## src/rtl/cim_pkg.sv

```systemverilog
// Shared definitions for the pool -> fc flatten bridge.
//   bridge_state_t : bridge FSM states (IDLE, SHIFT, START)
//   clog2_min1(n)  : counter width helper, never returns less than 1 bit
package cim_pkg;

    typedef enum logic [1:0] {
        ST_IDLE  = 2'd0,
        ST_SHIFT = 2'd1,
        ST_START = 2'd2
    } bridge_state_t;

    function automatic int clog2_min1(input int n);
        return (n <= 2) ? 1 : $clog2(n);
    endfunction

endpackage

```

## src/rtl/flatten_addr_gen.sv

```systemverilog
// Channel / pixel position counters and fc input-buffer address for the flatten bridge.
// Build option: FLATTEN_HWC_EN selects pixel-major (HWC) order, addr = pos*channels + ch.
//   Default is channel-major (CHW) order, addr = ch*out_pixels + pos.
// Ports:
//   clk, rst      clock, synchronous active-high reset
//   i_clear_ch    pixel accepted: restart the channel counter
//   i_step        one channel written this cycle
//   o_ch          current channel index
//   o_addr        flattened address of the current (ch, pos)
//   o_last_ch     current channel is the last one of the pixel
//   o_last_pix    current pixel is the last one of the frame
//   o_pos_zero    next pixel to be accepted starts a new frame
module flatten_addr_gen
    import cim_pkg::*;
#(
    parameter int channels   = 10,
    parameter int out_pixels = 121,
    localparam int CH_W      = clog2_min1(channels),
    localparam int POS_W     = clog2_min1(out_pixels),
    localparam int ADDR_W    = clog2_min1(channels * out_pixels)
) (
    input  logic              clk,
    input  logic              rst,
    input  logic              i_clear_ch,
    input  logic              i_step,
    output logic [CH_W-1:0]   o_ch,
    output logic [ADDR_W-1:0] o_addr,
    output logic              o_last_ch,
    output logic              o_last_pix,
    output logic              o_pos_zero
);

    logic [CH_W-1:0]  r_ch;
    logic [POS_W-1:0] r_pos;

    assign o_ch       = r_ch;
    assign o_last_ch  = (r_ch == CH_W'(channels - 1));
    assign o_last_pix = (r_pos == POS_W'(out_pixels - 1));
    assign o_pos_zero = (r_pos == '0);

`ifdef FLATTEN_HWC_EN
    assign o_addr = ADDR_W'(r_pos) * ADDR_W'(channels) + ADDR_W'(r_ch);
`else
    assign o_addr = ADDR_W'(r_ch) * ADDR_W'(out_pixels) + ADDR_W'(r_pos);
`endif

    always_ff @(posedge clk) begin
        if (rst) begin
            r_ch  <= '0;
            r_pos <= '0;
        end else if (i_clear_ch) begin
            r_ch <= '0;
        end else if (i_step) begin
            if (o_last_ch) begin
                r_ch  <= '0;
                r_pos <= o_last_pix ? '0 : r_pos + 1'b1;
            end else begin
                r_ch <= r_ch + 1'b1;
            end
        end
    end

endmodule

```

## src/rtl/pool_fc_flatten_bridge.sv

```systemverilog
// Bridge between pool_layer and fc_layer: captures one pooled pixel (all channels),
// writes its channels one per cycle into the fc input buffer at flattened addresses,
// and pulses o_start once the whole feature map has been written.
// Build option: FLATTEN_HWC_EN (handled in flatten_addr_gen) selects HWC address order.
// Ports:
//   clk, rst        clock, synchronous active-high reset
//   i_valid/i_data  pooled pixel from pool_layer (illegal while o_busy)
//   o_busy          back-pressure to pool_layer
//   i_fc_busy       fc_layer still consuming its buffer
//   o_ibuf_we/o_ibuf_wr_data/o_ibuf_addr   registered fc ibuf write port
//   o_start         one-cycle fc start pulse
//
// state  | meaning
// IDLE   | waiting for a pooled pixel
// SHIFT  | writing captured channels, one per cycle
// START  | frame complete, waiting for fc to be free to pulse start
module pool_fc_flatten_bridge
    import cim_pkg::*;
#(
    parameter int datatype_size  = 4,
    parameter int channels       = 10,
    parameter int img_width      = 22,
    parameter int kernel_dim     = 2,
    localparam int out_width     = img_width / kernel_dim,
    localparam int out_pixels    = out_width * out_width,
    localparam int fc_input_size = channels * out_pixels,
    localparam int CH_W          = clog2_min1(channels),
    localparam int ADDR_W        = clog2_min1(fc_input_size)
) (
    input  logic                                    clk,
    input  logic                                    rst,
    input  logic                                    i_valid,
    input  logic [channels-1:0][datatype_size-1:0]  i_data,
    output logic                                    o_busy,
    input  logic                                    i_fc_busy,
    output logic                                    o_ibuf_we,
    output logic [datatype_size-1:0]                o_ibuf_wr_data,
    output logic [ADDR_W-1:0]                       o_ibuf_addr,
    output logic                                    o_start
);

    bridge_state_t r_state;
    bridge_state_t w_state_nxt;

    logic [channels-1:0][datatype_size-1:0] r_cap;
    logic [CH_W-1:0]   w_ch;
    logic [ADDR_W-1:0] w_addr;
    logic              w_last_ch;
    logic              w_last_pix;
    logic              w_pos_zero;
    logic              w_accept;
    logic              w_shift;

    // A new frame may not begin while fc still reads the previous buffer.
    assign o_busy   = (r_state != ST_IDLE) || (w_pos_zero && i_fc_busy);
    assign w_accept = (r_state == ST_IDLE) && i_valid && !o_busy;
    assign w_shift  = (r_state == ST_SHIFT);

    flatten_addr_gen #(
        .channels   (channels),
        .out_pixels (out_pixels)
    ) u_addr_gen (
        .clk        (clk),
        .rst        (rst),
        .i_clear_ch (w_accept),
        .i_step     (w_shift),
        .o_ch       (w_ch),
        .o_addr     (w_addr),
        .o_last_ch  (w_last_ch),
        .o_last_pix (w_last_pix),
        .o_pos_zero (w_pos_zero)
    );

    always_ff @(posedge clk) begin
        if (rst) begin
            r_state <= ST_IDLE;
        end else begin
            r_state <= w_state_nxt;
        end
    end

    always_comb begin
        w_state_nxt = r_state;
        case (r_state)
            ST_IDLE: begin
                if (w_accept) w_state_nxt = ST_SHIFT;
            end
            ST_SHIFT: begin
                if (w_last_ch) w_state_nxt = w_last_pix ? ST_START : ST_IDLE;
            end
            ST_START: begin
                if (!i_fc_busy) w_state_nxt = ST_IDLE;
            end
            default: w_state_nxt = ST_IDLE;
        endcase
    end

    always_ff @(posedge clk) begin
        if (rst) begin
            r_cap <= '0;
        end else if (w_accept) begin
            r_cap <= i_data;
        end
    end

    // Write port and start are registered so fc sees clean, glitch-free strobes.
    always_ff @(posedge clk) begin
        if (rst) begin
            o_ibuf_we      <= 1'b0;
            o_ibuf_wr_data <= '0;
            o_ibuf_addr    <= '0;
            o_start        <= 1'b0;
        end else begin
            o_ibuf_we <= w_shift;
            o_start   <= (r_state == ST_START) && !i_fc_busy;
            if (w_shift) begin
                o_ibuf_wr_data <= r_cap[w_ch];
                o_ibuf_addr    <= w_addr;
            end
        end
    end

endmodule

```

## config.mk

```make
export PLATFORM = sky130hd
export DESIGN_NAME = pool_fc_flatten_bridge
export DESIGN_NICKNAME = d
export VERILOG_FILES = /design/src/rtl/cim_pkg.sv /design/src/rtl/flatten_addr_gen.sv /design/src/rtl/pool_fc_flatten_bridge.sv
export SDC_FILE = /design/constraint.sdc
export NUM_CORES = 1
export LEC_CHECK = 0
export ABC_AREA = 1
export ABC_CLOCK_PERIOD_IN_PS = 4400
export CAP_MARGIN = 30
export CORE_ASPECT_RATIO = 0.75
export CORE_MARGIN = 2
export CORE_UTILIZATION = 54
export DETAILED_ROUTE_END_ITERATION = 7
export GPL_ROUTABILITY_DRIVEN = 0
export PLACE_DENSITY = 0.86
export SLEW_MARGIN = 20
export SYNTH_ARGS = -nofsm -noshare
export SYNTH_HDL_FRONTEND = slang
export SYNTH_SLANG_ARGS = --single-unit
```

## constraint.sdc

```tcl
create_clock -name clk -period 4.4 [get_ports clk]
set_input_delay 1.1 -clock clk [delete_from_list [all_inputs] [get_ports clk]]
set_output_delay 1.1 -clock clk [all_outputs]
set_load 0.1 [all_outputs]
```

# Word level (Yosys, flattened, before mapping)
# Cells that the tools add are included.
# word_totals
mem_bits_ro	0
wordCells	52
latchBits	0
output_inout_bits	18
mem_count	0
ff_bits	70
inputBits	44
mem_bits_rw	0
# op_classes
n_div	0
n_lt_le_gt_ge	1
n_reduce_logical	13
bitwise	1
multipliers	1
n_eq_ne	7
addsub	3
shifts	0
mux	9
# op_table
cell	count
binary-select mux 4 bit (select 4 bit)	1
adder 11 x 7 -> 11 bit	1
multiplier 4 x 7 -> 11 bit, second input constant	1
two-way mux 2 bit	4
two-way mux 4 bit	2
adder 7 x 1 -> 7 bit, second input constant	1
equality test 7 bit, second input constant	1
logical NOT 7 bit	1
two-way mux 7 bit	1
case mux 2 bit (3 select lines)	1
AND reduction 3 bit	2
less-than comparator 4 x 5 -> 1 bit, second input constant	1
adder 4 x 1 -> 4 bit, second input constant	1
equality test 4 bit, second input constant	1
logical AND 1 bit	4
!= test 2 bit, second input constant	2
equality test 2 x 1 -> 1 bit, second input constant	1
equality test 2 bit, second input constant	1
logical NOT 1 bit	2
logical NOT 2 bit	1
!= test 2 x 1 -> 1 bit, second input constant	1
nonzero test 2 bit	1
OR reduction 2 bit	1
logical OR 1 bit	1
NOT 1 bit	1

# Longest topological paths before layout
# depth
ltp_word	7
mapped_depth	16
depth_no_buf	16

# Hierarchy
# Synthesis repeated with hierarchy kept, for this count alone.
# unflattened
hier_cells	545
hier_area_um2	3917.5
# by_module_without_submodules
mod	area_per_inst_um2	n_inst	seq_area_each_um2	cells_per_inst
pool_fc_flatten_bridge	2468.6	1	1181.1	338
flatten_addr_gen	1448.9	1	220.2	207

# Worst setup path after synthesis
# Ideal clock, no wire load.
# synth_path
kind	input -> output
start	input i_fc_busy
end	output o_busy
cell_stages	3
arrival_time_ns	2.132
path_buffers	1
setup_slack_ns	1.168
path_cell_list	nand4_4 > clkbuf_1 > nand2_1
# synth_via
elab_chain_len	2
# synth_lines
item	line_no	source
start: declaration	pool_fc_flatten_bridge.sv:35	input logic i_fc_busy,
logical AND 1 bit	pool_fc_flatten_bridge.sv:55	assign o_busy = (r_state != ST_IDLE) || (w_pos_zero && i_fc_busy);
logical OR 1 bit	pool_fc_flatten_bridge.sv:55	
end: declaration	pool_fc_flatten_bridge.sv:34	output logic o_busy,
# Every way passes these cells.

# Worst setup path after layout
# Same ends and word-level chain as after synthesis.

==> results.toml <==
[die]
rows = 26
dieArea_um2 = 7990
die_h_um = 77.9
core_um2 = 6930
num_io_pins = 62
die_x_um = 103
start_util = 0.568

[drt]
route.detailed.drc = 0
avgRoutedWirePerCell_um = 13.5
top_layer = "met4"
wl_um = 9630
vias = 3746
wl_met1_um = 4490
dr.pass1.iters = 6
wl_met2_um = 4220
routed_via_density = 5.25
drt_iter0_drc = 309
wl_met3_um = 835
final_antenna_net_count = 0

[layout]
drive_gt1_frac = 0.0455
nets = 688
final_area_um2 = 4770
n_antenna_cell = 0
final_cell_mix = "nand2_1 (129), nor2_1 (83), dfxtp_1 (70)"
final_core_util = 0.688
syn_to_final_growth_pct = 21.2
final_common_cell = "nand2_1"
final_cells = 713

[timing]
setup_tns_ns = 0
hold_viol_final = 0
finClkSkew_ns = 0.0128
drv_slew = 0
fmaxAchievable_ghz = 0.281
setup_viol = 0
slew_headroom = 0.352
tightest_slew_ns = 0.969
rsz0062_at_grt = "false"
period_minus_slack_ns = 3.56
post-route-period-util = 0.808

[pwr]
power_density_nw_per_um2 = 318
seqPwrFrac = 0.454
irDropWorstVdd_uv = 184
clockPowerShare = 0.341
leakage_nw = 2.24
p_sw_mw = 0.469
power_frac_comb = 0.206
swShare = 0.309
p_int_mw = 1.05

[grt]
grt_pass1_wl_um = 16100
grt-ovfl-total = 0
antenna_found_initial = 0
grt_usage = 0.256
grt_pass1_vias = 3493
grt_max_degree = 42

[placement]
place_area_um2 = 4570
port_buffers = 61
place_hpwl_um = 7020
place_inst = 698

[synth]
syn-num-nets = 637
synth_cells = 560
synth_warnings = 0
syn_area_um2 = 3930
synth-seq-cells = 70
synth.distinct_cells = 31
yosysSeqAreaShare = 0.356
synth_area_per_cell_um2 = 7.02

[cts]
insertion_delay_ns = 0.35
ctsHoldBuffers = 0
cts-buffers-inserted = 9
cts_sinks = 70
cts_resized = 0
cts_tree = "yes"
cts_root_buffer = "clkbuf_8"
htreeDepth = 3
cts_setup_buffers = 0
cts.clk_slew.worst_paths_ns = 0.07
clock_path_buffers = 2

[worst_setup_path]
required_ns = 3.30
crit_start = "i_fc_busy"
worst-endpoint-arrival_ns = 2.46
cp-end-kind = "output port"
crit_path_max_fanout = 18
start_kind = "input pin"
reg2reg_depth = 13
critical_path.reg2reg.startpoint = "u_addr_gen.o_ch[2]"
crit_type = "input pin to output port"

[flow_run]
drv_cap = 0

[worst_hold_path]
hold_class = "flip-flop to flip-flop"
whs_path_depth = 2
min_from = "r_cap[25]"

[status]
status = "finished clean"
-- final cells by class --
class | instances | area, um2
fill | 610 | 2160
multi-input combinational | 394 | 2130
sequential | 70 | 1400
timing repair buffer | 67 | 653
inverter | 69 | 259
clock buffer | 10 | 138
tap | 98 | 123
clock inverter | 5 | 58.8
-- per-stage QoR --
stage	setup WS [ns]	hold slack [ns]	total power [mW]
after detailed placement	0.858	0.460	1.01
after CTS	0.842	0.470	1.52
final	0.845	0.471	1.52
after global placement	0.933	0.450	1.00
after global routing	0.745	0.478	1.58
after floorplan	1.17	0.436	0.919
-- power groups by stage --
| stage | sequential, mW | combinational [mW] | clock (mW) |
|---|---|---|---|
| global route | 0.692 | 0.340 | 0.551 |
| finish | 0.688 | 0.312 | 0.517 |
| CTS | 0.688 | 0.311 | 0.524 |
| detailed placement | 0.702 | 0.309 | 0 |
| global placement | 0.701 | 0.303 | 0 |
| floorplan | 0.782 | 0.137 | 0 |
-- cells by family after synthesis --
kind of cell / synth area share
flip-flops: 0.356
AO/OA/AOI/OAI: 0.114
buffers and inverters: 0.101
adder cells (fa/ha/maj): 0.118
XOR/XNOR: 0.0134
AND/OR/NAND/NOR: 0.297
-- layer usage --
layer / GRT usage / vias up
met5: 0 / -
met4: 0.0813 / 0
met3: 0.0577 / 9
met2: 0.384 / 172
met1: 0.362 / 1667
li1: - / 1898
-- critical path: stages --
cell and delay (ns):
clkdlybuf4s50_1 0.58, nand4_4 0.30, nand2_1 0.16, buf_4 0.30
-- worst paths after layout --
kind / end / slack [ns]
worst min-delay path: r_cap[25] / 0.47
worst min register to register: r_cap[25] / 0.47
worst max register to register: o_ibuf_addr[9] / 0.98
worst max-delay path: o_busy / 0.84
-- state kept, by name, summed over array words and instances, names as in the netlist --
signal and flops:
r_cap 40, o_start 1, u_addr_gen.o_ch 4, u_addr_gen.r_pos 7, o_ibuf_wr_data 4, r_state 2
o_ibuf_we 1, o_ibuf_addr 11
-- synth_stat cells --
cell type,number,area [um2]
nand2_1,129,484
a21o_1,1,7.51
clkbuf_1,14,52.6
nand4_4,1,21.3
o21a_1,1,7.51
o21bai_1,1,7.51
nor3_1,3,15.0
xor2_1,5,43.8
fa_1,7,140
a211oi_1,5,37.5
buf_4,2,15.0
o31ai_1,1,7.51
nor2_2,2,12.5
nand3_1,33,165
clkinv_1,1,3.75
o21ai_1,1,5.00
nor2_1,83,312
inv_1,68,255
ha_1,26,325
nor3_2,2,20.0
o21ai_0,22,110
nor3b_1,2,15.0
nand3_2,1,10.0
dfxtp_1,70,1400
o211ai_1,8,60.1
nand4_1,18,113
buf_6,3,33.8
a21oi_1,41,205
buf_1,1,3.75
buf_2,7,35.0
xnor2_1,1,8.76
(Power assumes the default switching activity.)
